$ cat src/rtl/audio_pkg.sv
// Shared constants for the 8-bit audio path (waveform generators and the PWM DAC).
// No logic: sample width, idle level, PWM step count and default clock divider.
package audio_pkg;
    localparam int                  SAMPLE_W        = 8;
    localparam int                  PWM_STEPS       = 256;
    localparam int                  CLK_DIV_DEFAULT = 4;
    localparam logic [SAMPLE_W-1:0] IDLE_LEVEL      = 8'h80;
endpackage

$ cat src/rtl/pwm_tick_divider.sv
// Phase-step prescaler: tick pulses once every CLK_DIV clocks while run is high.
// Combinational tick from the counter; dropping run clears the count on the next edge.
module pwm_tick_divider
    import audio_pkg::*;
#(
    parameter int CLK_DIV = CLK_DIV_DEFAULT
) (
    input  logic clk,
    input  logic reset,
    input  logic run,
    output logic tick
);
    localparam int            CW   = (CLK_DIV > 1) ? $clog2(CLK_DIV) : 1;
    localparam logic [CW-1:0] LAST = CW'(CLK_DIV - 1);

    logic [CW-1:0] r_count;

    always_ff @(posedge clk or posedge reset) begin
        if (reset) begin
            r_count <= '0;
        end else if (!run || r_count == LAST) begin
            r_count <= '0;
        end else begin
            r_count <= r_count + 1'b1;
        end
    end

    assign tick = run && (r_count == LAST);
endmodule

$ cat src/rtl/pwm_audio_dac.sv
// One-sample-per-period PWM DAC with a single shadow buffer, period strobe and sticky underrun.
// Sample reaches pwm_out one edge after the next boundary; sample_ready drops while the shadow is full.
module pwm_audio_dac #(
    parameter int                                    CLK_DIV    = audio_pkg::CLK_DIV_DEFAULT,
    parameter int                                    SAMPLE_W   = audio_pkg::SAMPLE_W,
    parameter logic [SAMPLE_W-1:0]                   IDLE_LEVEL = audio_pkg::IDLE_LEVEL
) (
    input  logic                clk,
    input  logic                reset,
    input  logic                enable,
    input  logic [SAMPLE_W-1:0] sample,
    input  logic                sample_valid,
    output logic                sample_ready,
    input  logic                underrun_clr,
    output logic                pwm_out,
    output logic                aud_sd,
    output logic                period_start,
    output logic                underrun
);
    logic                r_running;
    logic                r_shadow_full;
    logic [SAMPLE_W-1:0] r_phase;
    logic [SAMPLE_W-1:0] r_shadow;
    logic [SAMPLE_W-1:0] r_active;

    logic w_tick;
    logic w_stop;
    logic w_start;
    logic w_wrap;
    logic w_boundary;
    logic w_accept;

    // Prescaler runs only while running and still enabled, so a stop clears it on the same edge.
    pwm_tick_divider #(
        .CLK_DIV (CLK_DIV)
    ) u_div (
        .clk   (clk),
        .reset (reset),
        .run   (r_running && enable),
        .tick  (w_tick)
    );

    assign w_stop       = r_running && !enable;
    assign w_start      = enable && !r_running;
    assign w_wrap       = w_tick && (&r_phase);
    assign w_boundary   = w_start || w_wrap;
    assign w_accept     = sample_valid && !r_shadow_full;
    assign sample_ready = !r_shadow_full;

    always_ff @(posedge clk or posedge reset) begin
        if (reset) begin
            r_running     <= 1'b0;
            r_shadow_full <= 1'b0;
            r_phase       <= '0;
            r_shadow      <= '0;
            r_active      <= IDLE_LEVEL;
            pwm_out       <= 1'b0;
            aud_sd        <= 1'b0;
            period_start  <= 1'b0;
            underrun      <= 1'b0;
        end else begin
            pwm_out      <= r_running && (r_phase < r_active);
            aud_sd       <= r_running;
            period_start <= w_boundary;
            underrun     <= (w_boundary && !r_shadow_full) || (underrun && !underrun_clr);

            if (w_stop) begin
                // A sample offered on the stopping edge is discarded along with the shadow.
                r_running     <= 1'b0;
                r_phase       <= '0;
                r_shadow_full <= 1'b0;
                r_active      <= IDLE_LEVEL;
            end else begin
                if (w_start) begin
                    r_running <= 1'b1;
                    r_phase   <= '0;
                end else if (w_tick) begin
                    r_phase <= r_phase + 1'b1;
                end

                // Boundary consumes the pre-edge shadow; a same-edge accept refills it afterwards.
                if (w_boundary && r_shadow_full) begin
                    r_active      <= r_shadow;
                    r_shadow_full <= 1'b0;
                end
                if (w_accept) begin
                    r_shadow      <= sample;
                    r_shadow_full <= 1'b1;
                end
            end
        end
    end
endmodule

$ cat config.mk
export PLATFORM = sky130hd
export DESIGN_NAME = pwm_audio_dac
export DESIGN_NICKNAME = d
export VERILOG_FILES = /design/src/rtl/audio_pkg.sv /design/src/rtl/pwm_tick_divider.sv /design/src/rtl/pwm_audio_dac.sv
export SDC_FILE = /design/constraint.sdc
export NUM_CORES = 1
export LEC_CHECK = 0
export BUFFER_PORTS_ARGS = -buffer_cell sky130_fd_sc_hd__buf_2
export CORE_MARGIN = 2
export CORE_UTILIZATION = 60
export CTS_CLUSTER_SIZE = 28
export DETAILED_ROUTE_END_ITERATION = 10
export PLACE_DENSITY = 0.79
export SLEW_MARGIN = 20
export SYNTH_ARGS = -nofsm -noshare
export SYNTH_HDL_FRONTEND = slang
export SYNTH_HIERARCHICAL = 1
export SYNTH_SLANG_ARGS = --single-unit
$ cat constraint.sdc
create_clock -name clk -period 4.9 [get_ports clk]
set_input_delay 0.735 -clock clk [delete_from_list [all_inputs] [get_ports clk]]
set_output_delay 0.735 -clock clk [all_outputs]
set_load 0.1 [all_outputs]
==> results.py <==
metrics = {
    "status": {
        "status": "complete, no violations",
    },
    "die": {
        "io_pins": 18,
        "initial_utilization_pct": 62.5,
        "core_area_um2": 2450,
        "die_area_um2": 2980,
        "fp.dieH_um": 54.6,
        "die_x_um": 54.6,
        "fp-row-count": 18,
    },
    "place": {
        "gp_congestion": 0.805,
        "hpwlAfterDp_um": 1960,
        "io_buffers": 17,
        "place_inst": 169,
    },
    "pwr": {
        "leakagePower_nw": 0.827,
        "internal-power_mw": 0.585,
        "seqPwrFrac_pct": 41.8,
        "switching_share_pct": 39.3,
        "ir_drop_v": 0.000418,
        "powerDensity_nw_per_um2": 558,
        "p_switching_mw": 0.379,
        "p_clk_share_pct": 20.4,
        "finalPower_mw": 0.964,
        "pwr-share-comb_pct": 37.8,
    },
    "worst_setup_path": {
        "worstPathCellList": "inv_1, buf_2",
        "r2r_end": "r_active[3]",
        "cp.required_ps": 4160,
        "critPathCaptureType": "output port",
        "startpoint": "r_shadow_full",
        "r2r-start": "u_div/r_count[0]",
        "r2r_slack_ps": 3180,
        "path_class": "reg -> out",
        "crit_path_end": "sample_ready",
        "critical_path.max_fanout": 5,
        "startpoint_type": "flop",
        "cpPeakStageDelay_ps": 480,
        "cp_slowest_cell": "dfrtp_1",
        "r2r_cells": 6,
        "arrival_ps": 1320,
    },
    "yosys": {
        "synth-warning-count": 6,
        "ys_ff_latch": 32,
        "synth_top_cell_by_area": "dfrtp_1",
        "yosysSeqAreaShare_pct": 52.2,
        "syn_inst": 123,
        "synth_top_area_share_pct": 50.5,
        "ys_dominant_reg_cell": "dfrtp_1",
        "synth_nets": 148,
        "syn_avg_cell_area_um2": 12.5,
        "netlist_area_um2": 1540,
        "ys_async_sr_fraction_pct": 100,
        "ys_types": 35,
        "synth_area_leaders": "dfrtp_1 (51%), ha_1 (9.8%), mux2_2 (5.9%), a22o_1 (4.0%), inv_1 (3.4%)",
        "synth_edf_count": 0,
    },
    "cts": {
        "htree_levels": 2,
        "insertion_delay_ps": 340,
        "cts_tree": "yes",
        "cts_resized": 0,
        "clock-sinks": 32,
        "postCtsSetupBuffers": 0,
        "cts_root_buffer": "clkbuf_4",
        "cts_buffers": 5,
        "holdBufCountCts": 0,
        "clkSlewWorstSetupHoldPaths_ps": 100,
        "clk_path_buf_depth": 2,
    },
    "timing": {
        "setup_tns_ps": 0,
        "finalHoldViolCount": 0,
        "min_period_over_period_pct": 42.0,
        "setup_viol": 0,
        "whs_ps": 251,
        "tightest_slew_ps": 618,
        "fin_crit_ps": 2060,
        "drv_slew": 0,
        "max_freq_ghz": 0.486,
        "finalClockSkew_ps": 7.94,
        "maxSlewHeadroom_pct": 58.8,
        "rsz0062_at_grt": "no",
    },
    "routing": {
        "wl_per_cell_um": 14.4,
        "drt_iter0_markers": 14,
        "wirelength_um": 2560,
        "vias_per_cell": 5.48,
        "post-route-drc-count": 0,
        "ant_nets": 0,
        "drtPass1Iterations": 4,
        "vias": 970,
    },
    "global_routing": {
        "grt_start_max_net_pins": 31,
        "grt_usage_pct": 20.2,
        "overflow": 0,
        "antenna_found_initial": 0,
        "grt_pass1_wl_um": 4040,
        "grt_pass1_vias": 900,
    },
    "finish": {
        "nets": 171,
        "final_common_cell": "dfrtp_1",
        "fin_cells": 177,
        "drive_gt1_share_pct": 29.3,
        "layout_common_cells": "dfrtp_1 (31), buf_2 (17), inv_1 (13)",
        "area_growth_pct": 12.5,
        "nFillCells": 182,
        "antenna_cells": 0,
        "final_core_util_pct": 70.3,
    },
    "job": {
        "maxCapViolations": 0,
    },
    "min_path": {
        "hp-class": "in -> async",
    },
}
-- critical path: cells and delay by family, from the launching register on --
kind	cells	cell delay, ps
flops	1	480
buf+inv	2	500
-- metrics by stage --
stage                     setup WS [ps]  cell area, um^2
final                              2840             1730
after global routing               2790             1730
after CTS                          2820             1730
after detailed placement           2720             1650
after global placement             2750             1650
after floorplan                    2980             1540
-- Yosys cell counts (2+ instances only) --
master,count
o21ai_0,2
mux2i_1,2
a22o_1,7
ha_1,12
inv_1,14
nor2_1,7
mux2_2,8
o21a_1,2
dfrtp_1,31
nor3_1,2
o21bai_1,2
xnor2_1,2
xor2_1,4
nand2_1,4
and3_4,2
a21oi_1,2
nand4_1,2
-- power by group through the flow --
| stage | clock network (mW) | logic (mW) | registers, mW |
|---|---|---|---|
| CTS | 0.199 | 0.369 | 0.404 |
| global route | 0.211 | 0.396 | 0.415 |
| finish | 0.196 | 0.365 | 0.403 |
| floorplan | 0 | 0.217 | 0.492 |
| detailed placement | 0 | 0.368 | 0.410 |
| global placement | 0 | 0.355 | 0.404 |
-- final cells by class --
| cell class | count | area (um^2) | area share, % |
|---|---|---|---|
| well taps | 30 | 37.5 | 2.17 |
| clock inverters | 2 | 35.0 | 2.03 |
| multi-input cells | 76 | 673 | 39.0 |
| inverters | 14 | 52.6 | 3.04 |
| flip-flops and latches | 32 | 802 | 46.4 |
| repair buffers | 17 | 85.1 | 4.93 |
| clock buffers | 6 | 41.3 | 2.39 |
-- cell families after synthesis --
| family | after synthesis | synth area share (%) |
|---|---|---|
| compound gates | 21 | 11.9 |
| xor+xnor | 6 | 3.42 |
| fa+ha+maj | 12 | 9.78 |
| buf+inv | 15 | 3.91 |
| flops | 32 | 52.2 |
| mux | 10 | 7.17 |
| simple gates | 27 | 11.6 |
-- flip-flops by register name, indices dropped and copies added, names as in the netlist --
signal / count
period_start: 1
u_div/r_count: 2
r_phase: 8
underrun: 1
r_shadow: 8
r_active: 8
pwm_out: 1
r_shadow_full: 1
aud_sd: 1
r_running: 1
-- worst min path at each step --
stage / startpoint / cells after the start / to
2_1_floorplan: r_running / 0 / aud_sd
3_3_place_gp: r_running / 0 / aud_sd
3_5_place_dp: r_running / 0 / aud_sd
4_1_cts: reset / 2 / u_div/r_count[0]
5_1_grt: reset / 2 / u_div/r_count[1]
6_report: reset / 2 / u_div/r_count[1]
-- routing by layer --
layer  global-route usage [%]  wire (um)  up-vias
met4                     12.5         55        0
met2                     31.7       1290       16
met1                     24.2       1120      470
li1                         -          -      476
met3                     5.74         93        8
met5                        0          0        -
(Power assumes the default switching activity.)
